**config.mk**
```make
export PLATFORM = sky130hd
export DESIGN_NAME = imem_arbiter_flat
export DESIGN_NICKNAME = d
export VERILOG_FILES = /design/src/rtl/imem_pkg.sv /design/src/rtl/imem_arbiter_if.sv /design/src/rtl/imem_arbiter.sv /design/src/flat_wrapper.sv
export SDC_FILE = /design/constraint.sdc
export NUM_CORES = 1
export LEC_CHECK = 0
export ABC_AREA = 0
export CAP_MARGIN = 10
export CELL_PAD_IN_SITES_DETAIL_PLACEMENT = 0
export CELL_PAD_IN_SITES_GLOBAL_PLACEMENT = 2
export CORE_UTILIZATION = 11
export DETAILED_ROUTE_END_ITERATION = 8
export PLACE_DENSITY = 0.89
export SETUP_SLACK_MARGIN = 0.1
export SYNTH_ARGS = -nofsm -noshare
export SYNTH_HDL_FRONTEND = slang
export SYNTH_SLANG_ARGS = --single-unit
```
**constraint.sdc**
```tcl
create_clock -name clk -period 6.7 [get_ports clk]
set_input_delay 1.34 -clock clk [delete_from_list [all_inputs] [get_ports clk]]
set_output_delay 1.34 -clock clk [all_outputs]
set_load 0.02 [all_outputs]
```
**src/rtl/imem_pkg.sv**
```systemverilog
// Shared types and constants for the instruction-memory arbiter and its array.
// The response tag records who owns the in-flight access and how to shape its reply.
package imem_pkg;

  localparam int DEFAULT_DEPTH     = 32;
  localparam int DEFAULT_MAX_BURST = 8;

  localparam logic [31:0] NOP_INSTR = 32'h0000_0013;

  typedef enum logic [1:0] {
    IDLE,
    CPU,
    LDR
  } arb_state_t;

  typedef enum logic {
    OWN_CPU,
    OWN_LDR
  } owner_t;

  typedef struct packed {
    logic   valid;
    owner_t owner;
    logic   err;
    logic   isWrite;
  } rsp_tag_t;

  // Word aligned and inside the array; a byte address maps to word addr[31:2].
  function automatic logic addrInRange(input logic [31:0] addr, input int unsigned depth);
    return (addr[1:0] == 2'b00) && ({2'b00, addr[31:2]} < depth);
  endfunction

endpackage

```
**src/rtl/imem_arbiter_if.sv**
```systemverilog
// Fetch and loader request/response signals shared by the arbiter and its requesters.
// master is the requester side, slave is the arbiter side.
interface imem_arbiter_if;

  logic        f_req;
  logic [31:0] f_addr;
  logic        f_gnt;
  logic        f_rvalid;
  logic [31:0] f_rdata;
  logic        f_err;

  logic        l_req;
  logic        l_we;
  logic [31:0] l_addr;
  logic [31:0] l_wdata;
  logic        l_gnt;
  logic        l_rvalid;
  logic [31:0] l_rdata;
  logic        l_err;

  logic        cpu_stall;

  modport master (
    output f_req, f_addr, l_req, l_we, l_addr, l_wdata,
    input  f_gnt, f_rvalid, f_rdata, f_err,
    input  l_gnt, l_rvalid, l_rdata, l_err, cpu_stall
  );

  modport slave (
    input  f_req, f_addr, l_req, l_we, l_addr, l_wdata,
    output f_gnt, f_rvalid, f_rdata, f_err,
    output l_gnt, l_rvalid, l_rdata, l_err, cpu_stall
  );

endinterface

```
**src/rtl/imem_arbiter.sv**
```systemverilog
// Arbitrates the single memory port between CPU fetch and the program loader, caps loader
// bursts while fetch waits, and steers each registered read back to the requester that issued it.
module imem_arbiter
  import imem_pkg::*;
#(
  parameter int DEPTH     = DEFAULT_DEPTH,
  parameter int MAX_BURST = DEFAULT_MAX_BURST,
  parameter int IDX_W     = $clog2(DEPTH)
) (
  input  logic             clk,
  input  logic             rst_n,
  imem_arbiter_if.slave    bus,
  output logic             m_en,
  output logic             m_we,
  output logic [IDX_W-1:0] m_idx,
  output logic [31:0]      m_wdata,
  input  logic [31:0]      m_rdata
);

  localparam int BURST_W = $clog2(MAX_BURST + 1);

  arb_state_t         state_q, state_d;
  logic [BURST_W-1:0] burstCnt_q, burstCnt_d;
  rsp_tag_t           tag_q, tag_d;

  logic fGnt;
  logic lGnt;
  logic fAddrOk;
  logic lAddrOk;
  logic burstFull;
  logic fRvalid;
  logic lRvalid;

  assign fAddrOk   = addrInRange(bus.f_addr, DEPTH);
  assign lAddrOk   = addrInRange(bus.l_addr, DEPTH);
  assign burstFull = (burstCnt_q == BURST_W'(MAX_BURST));

  always_comb begin
    fGnt       = 1'b0;
    lGnt       = 1'b0;
    state_d    = IDLE;
    burstCnt_d = burstCnt_q;
    tag_d      = '0;

    if (rst_n) begin
      case (state_q)
        CPU: begin
          if (bus.f_req)      fGnt = 1'b1;
          else if (bus.l_req) lGnt = 1'b1;
        end
        LDR: begin
          // A full burst hands exactly one slot to a waiting fetch.
          if (bus.l_req && !(burstFull && bus.f_req)) lGnt = 1'b1;
          else if (bus.f_req)                          fGnt = 1'b1;
        end
        default: begin
          if (bus.l_req)      lGnt = 1'b1;
          else if (bus.f_req) fGnt = 1'b1;
        end
      endcase
    end

    if (fGnt)      state_d = CPU;
    else if (lGnt) state_d = LDR;

    // Only loader grants taken while fetch is waiting count toward the cap.
    if (!bus.f_req || fGnt) begin
      burstCnt_d = '0;
    end else if (lGnt && !burstFull) begin
      burstCnt_d = burstCnt_q + 1'b1;
    end

    if (fGnt) begin
      tag_d.valid = 1'b1;
      tag_d.owner = OWN_CPU;
      tag_d.err   = !fAddrOk;
    end else if (lGnt) begin
      tag_d.valid   = 1'b1;
      tag_d.owner   = OWN_LDR;
      tag_d.err     = !lAddrOk;
      tag_d.isWrite = bus.l_we;
    end
  end

  always_ff @(posedge clk or negedge rst_n) begin
    if (!rst_n) begin
      state_q    <= IDLE;
      burstCnt_q <= '0;
      tag_q      <= '0;
    end else begin
      state_q    <= state_d;
      burstCnt_q <= burstCnt_d;
      tag_q      <= tag_d;
    end
  end

  // Invalid accesses are still granted but never touch the array.
  always_comb begin
    m_en    = 1'b0;
    m_we    = 1'b0;
    m_idx   = '0;
    m_wdata = '0;
    if (fGnt && fAddrOk) begin
      m_en  = 1'b1;
      m_idx = bus.f_addr[IDX_W+1:2];
    end else if (lGnt && lAddrOk) begin
      m_en  = 1'b1;
      m_we  = bus.l_we;
      m_idx = bus.l_addr[IDX_W+1:2];
      if (bus.l_we) m_wdata = bus.l_wdata;
    end
  end

  assign fRvalid = tag_q.valid && (tag_q.owner == OWN_CPU);
  assign lRvalid = tag_q.valid && (tag_q.owner == OWN_LDR);

  assign bus.f_gnt     = fGnt;
  assign bus.l_gnt     = lGnt;
  assign bus.cpu_stall = bus.f_req && !fGnt && rst_n;

  assign bus.f_rvalid = fRvalid;
  assign bus.f_err    = fRvalid && tag_q.err;
  assign bus.f_rdata  = !fRvalid    ? 32'h0 :
                        tag_q.err   ? NOP_INSTR : m_rdata;

  assign bus.l_rvalid = lRvalid;
  assign bus.l_err    = lRvalid && tag_q.err;
  assign bus.l_rdata  = (lRvalid && !tag_q.err && !tag_q.isWrite) ? m_rdata : 32'h0;

endmodule

```
**src/flat_wrapper.sv**
```systemverilog
// flat-port wrapper written by rule: the top's interface ports become plain ports
module imem_arbiter_flat import imem_pkg::*;
#(
  parameter int DEPTH     = DEFAULT_DEPTH,
  parameter int MAX_BURST = DEFAULT_MAX_BURST,
  parameter int IDX_W     = $clog2(DEPTH)
)
  (clk, rst_n, m_en, m_we, m_idx, m_wdata, m_rdata, bus_f_req, bus_f_addr, bus_l_req, bus_l_we, bus_l_addr, bus_l_wdata, bus_f_gnt, bus_f_rvalid, bus_f_rdata, bus_f_err, bus_l_gnt, bus_l_rvalid, bus_l_rdata, bus_l_err, bus_cpu_stall);
  imem_arbiter_if bus_i ();
  input  logic clk;
  input  logic rst_n;
  output logic m_en;
  output logic m_we;
  output logic [IDX_W-1:0] m_idx;
  output logic [31:0] m_wdata;
  input  logic [31:0] m_rdata;
  input wire logic [$bits(bus_i.f_req)-1:0] bus_f_req;
  input wire logic [$bits(bus_i.f_addr)-1:0] bus_f_addr;
  input wire logic [$bits(bus_i.l_req)-1:0] bus_l_req;
  input wire logic [$bits(bus_i.l_we)-1:0] bus_l_we;
  input wire logic [$bits(bus_i.l_addr)-1:0] bus_l_addr;
  input wire logic [$bits(bus_i.l_wdata)-1:0] bus_l_wdata;
  output wire logic [$bits(bus_i.f_gnt)-1:0] bus_f_gnt;
  output wire logic [$bits(bus_i.f_rvalid)-1:0] bus_f_rvalid;
  output wire logic [$bits(bus_i.f_rdata)-1:0] bus_f_rdata;
  output wire logic [$bits(bus_i.f_err)-1:0] bus_f_err;
  output wire logic [$bits(bus_i.l_gnt)-1:0] bus_l_gnt;
  output wire logic [$bits(bus_i.l_rvalid)-1:0] bus_l_rvalid;
  output wire logic [$bits(bus_i.l_rdata)-1:0] bus_l_rdata;
  output wire logic [$bits(bus_i.l_err)-1:0] bus_l_err;
  output wire logic [$bits(bus_i.cpu_stall)-1:0] bus_cpu_stall;
  assign bus_i.f_req = bus_f_req;
  assign bus_i.f_addr = bus_f_addr;
  assign bus_i.l_req = bus_l_req;
  assign bus_i.l_we = bus_l_we;
  assign bus_i.l_addr = bus_l_addr;
  assign bus_i.l_wdata = bus_l_wdata;
  assign bus_f_gnt = bus_i.f_gnt;
  assign bus_f_rvalid = bus_i.f_rvalid;
  assign bus_f_rdata = bus_i.f_rdata;
  assign bus_f_err = bus_i.f_err;
  assign bus_l_gnt = bus_i.l_gnt;
  assign bus_l_rvalid = bus_i.l_rvalid;
  assign bus_l_rdata = bus_i.l_rdata;
  assign bus_l_err = bus_i.l_err;
  assign bus_cpu_stall = bus_i.cpu_stall;
  imem_arbiter #(.DEPTH(DEPTH), .MAX_BURST(MAX_BURST), .IDX_W(IDX_W)) u_core (.clk(clk), .rst_n(rst_n), .bus(bus_i), .m_en(m_en), .m_we(m_we), .m_idx(m_idx), .m_wdata(m_wdata), .m_rdata(m_rdata));
endmodule
```
==> impl_metrics.env, run 1 <==
export IMPL_fp_dieH_um=127.5
export IMPL_port_buffers=242
export IMPL_synthCells=211
export IMPL_synth_top_flop_cell="dfrtp_1"
export IMPL_synth_top_area_cell="and2_1"
export IMPL_hp_class="register to register"
export IMPL_ys_async_sr_fraction_pct=100.0
export IMPL_diodes=0
export IMPL_cellLeakagePower_nw=1.597
export IMPL_final_max_slew_violation_count=0
export IMPL_cts_tree="done"
export IMPL_final_min_clock_period_ns=5.809
export IMPL_ir_worst_vdd_uv=61.63
export IMPL_timing_worst_slew_pin_value_ns=0.8532
export IMPL_ys_types=36
export IMPL_status="finished, final reports clean"
export IMPL_power_density_nw_per_um2=78.67
export IMPL_ios=243
export IMPL_total_power_mw=0.3480
export IMPL_holdBufCountCts=0
export IMPL_grt_pass1_vias=2391
export IMPL_mostFrequentLayoutCell="clkdlybuf4s50_1"
export IMPL_core_area_um2=15310
export IMPL_skew_ns=0.001103
export IMPL_slowest_stage="clkdlybuf4s50_1"
export IMPL_crit_path_max_fanout=33
export IMPL_syn_num_nets=348
export IMPL_nNetsFinal=583
export IMPL_via_per_inst=3.695
export IMPL_synth_ff_latch_count=9
export IMPL_finalWirelength_um=8691
export IMPL_worst_slack_ns=0.8914
export IMPL_drtIter0Drc=40
export IMPL_synth_area_per_cell_um2=8.213
export IMPL_detail_route_antenna_nets=0
export IMPL_cp_end_kind="primary output"
export IMPL_path_common_cell="clkdlybuf4s50_1"
export IMPL_seq_area_frac_synth_pct=13.00
export IMPL_path_clk_slew_ns=0.04
export IMPL_vias=2424
export IMPL_fin_crit_sh_pct=86.70
export IMPL_syn_to_final_growth_pct=155.3
export IMPL_synth_edf_count=0
export IMPL_cts_buffers=3
export IMPL_cts_resized=0
export IMPL_maxSlewHeadroom_pct=42.70
export IMPL_dp_slack_ns=0.8561
export IMPL_yosys_warnings=0
export IMPL_path_cells="clkdlybuf4s50_1 -> nand2_1 -> a221o_4 -> inv_6 -> nand4_4 -> nor3b_1 -> clkdlybuf4s50_1"
export IMPL_die_x_um=127.5
export IMPL_hpwl_um=7673
export IMPL_clock_sinks=9
export IMPL_crit_type="input port to primary output"
export IMPL_die_area_um2=16260
export IMPL_netlist_area_leader_share_pct=22.38
export IMPL_hold_slack_ns=0.5937
export IMPL_firstDrtPassIters=4
export IMPL_postLayoutCoreUtil_pct=28.89
export IMPL_grt_max_degree=34
export IMPL_grt_pass1_wl_um=12700
export IMPL_clock_latency_ns=0.24
export IMPL_cts_root_buf="clkbuf_16"
export IMPL_cts_setup_buffers=0
export IMPL_syn_area_um2=1733
export IMPL_drv_cap=0
export IMPL_critPathLaunchType="input port"
export IMPL_drc_errors=0
export IMPL_setup_violations=0
export IMPL_arrival_ns=4.47
export IMPL_rows=45
export IMPL_initial_core_util_pct=11.32
export IMPL_cp_num_buf_inv=3
export IMPL_rsz0062_at_grt="false"
export IMPL_drive_above_1_share_pct=10.11
export IMPL_crit_family="buffers and inverters"
export IMPL_setup_tns_final_ns=0
export IMPL_grtUsageTotal_pct=9.929
export IMPL_fmax_mhz=172.2
export IMPL_layout_common_cells="clkdlybuf4s50_1, and2_1, nor3b_2"
export IMPL_antenna_found_initial=0
export IMPL_clockBufferDepth=2
export IMPL_grt_overflow_total=0
export IMPL_worstPathRequired_ns=5.36
export IMPL_gp_congestion=0.7559
export IMPL_finalHoldViolations=0
export IMPL_ctsHtreeMaxLevel=1
export IMPL_ys_top_cells_by_area="and2_1, nor3b_2, dfrtp_1"
export IMPL_max_stage_delay_ns=0.77
export IMPL_wl_per_cell_um=13.25
[routing by layer]
metal  global-route usage (%)  wire, um  up-vias
li1                         -         -     1191
met1                    12.01      3549     1080
met2                    18.51      4397      149
met3                    1.591       707        4
met4                    1.681        37        0
met5                        0         0        -
[sequential cells by signal, indices dropped and copies added, names as in the netlist]
register and cells:
u_core.burstCnt_q 4, u_core.state_q 2, u_core.tag_q 3
[where the power goes]
group / switching (mW) / internal [mW] / leakage [nW]
clock network: 0.0257 / 0.0795 / 0.0382
registers: 0.00452 / 0.0576 / 0.121
logic: 0.0656 / 0.115 / 1.44
total: 0.0958 / 0.252 / 1.60
[stage by stage]
stage               instances  cell area (um2)
detailed placement        652             4345
global placement          652             4345
finish                    656             4424
global route              656             4424
CTS                       656             4424
floorplan                 211             1733
[path summary, 6_finish.rpt]
check | start | end | slack (ns) | depth (start not counted)
worst max-delay path | rst_n | m_wdata[1] | 0.89 | 7
worst min-delay path | u_core.burstCnt_q[3]$_DFFE_PN0P_ | u_core.burstCnt_q[3]$_DFFE_PN0P_ | 0.59 | 2
worst min register to register | u_core.burstCnt_q[3]$_DFFE_PN0P_ | u_core.burstCnt_q[3]$_DFFE_PN0P_ | 0.59 | 2
min in group asynchronous | rst_n | u_core.burstCnt_q[0]$_DFFE_PN0P_ | 1.44 | 1
worst max register to register | u_core.burstCnt_q[0]$_DFFE_PN0P_ | u_core.tag_q[1]$_DFF_PN0_ | 4.44 | 6
max in group asynchronous | rst_n | u_core.tag_q[0]$_DFF_PN0_ | 4.93 | 1
[cell usage after synthesis (all sizes together) (3+ instances only)]
master and count:
and2 62, and3 5, buf 7, clkbuf 6, dfrtp 9, ha 4, inv 15, mux2i 6
nand2 5, nand3 3, nand4 7, nor2 13, nor3b 33, nor4 13
[layout make-up]
| cell class | instances | area, um2 |
|---|---|---|
| Fill cell | 1624 | 10890 |
| Timing Repair Buffer | 245 | 2457 |
| Multi-Input combinational cell | 172 | 1338 |
| Tap cell | 211 | 264.0 |
| Sequential cell | 9 | 225.2 |
| Clock buffer | 4 | 78.83 |
| Inverter | 15 | 61.31 |
[kinds of logic after synthesis]
kind of cell	Yosys count	synth area share [%]
flops	9	13.00
simple gates	151	64.69
buf+inv	30	10.11
fa+ha+maj	4	2.888
xor+xnor	2	1.011
mux	6	3.466
compound gates	9	4.838
[worst min-delay path: stages, from the launching register on]
cell and delay (ns):
dfrtp_1 0.39, o21ai_0 0.08, a21oi_1 0.07
Power figures use the tool's default switching activity.
==> run 2, diff against run 1 <==
- SLEW_MARGIN: not set -> 25
==> results of run 2 <==
Final layout, timing and power as in run 1 (identical DEF).
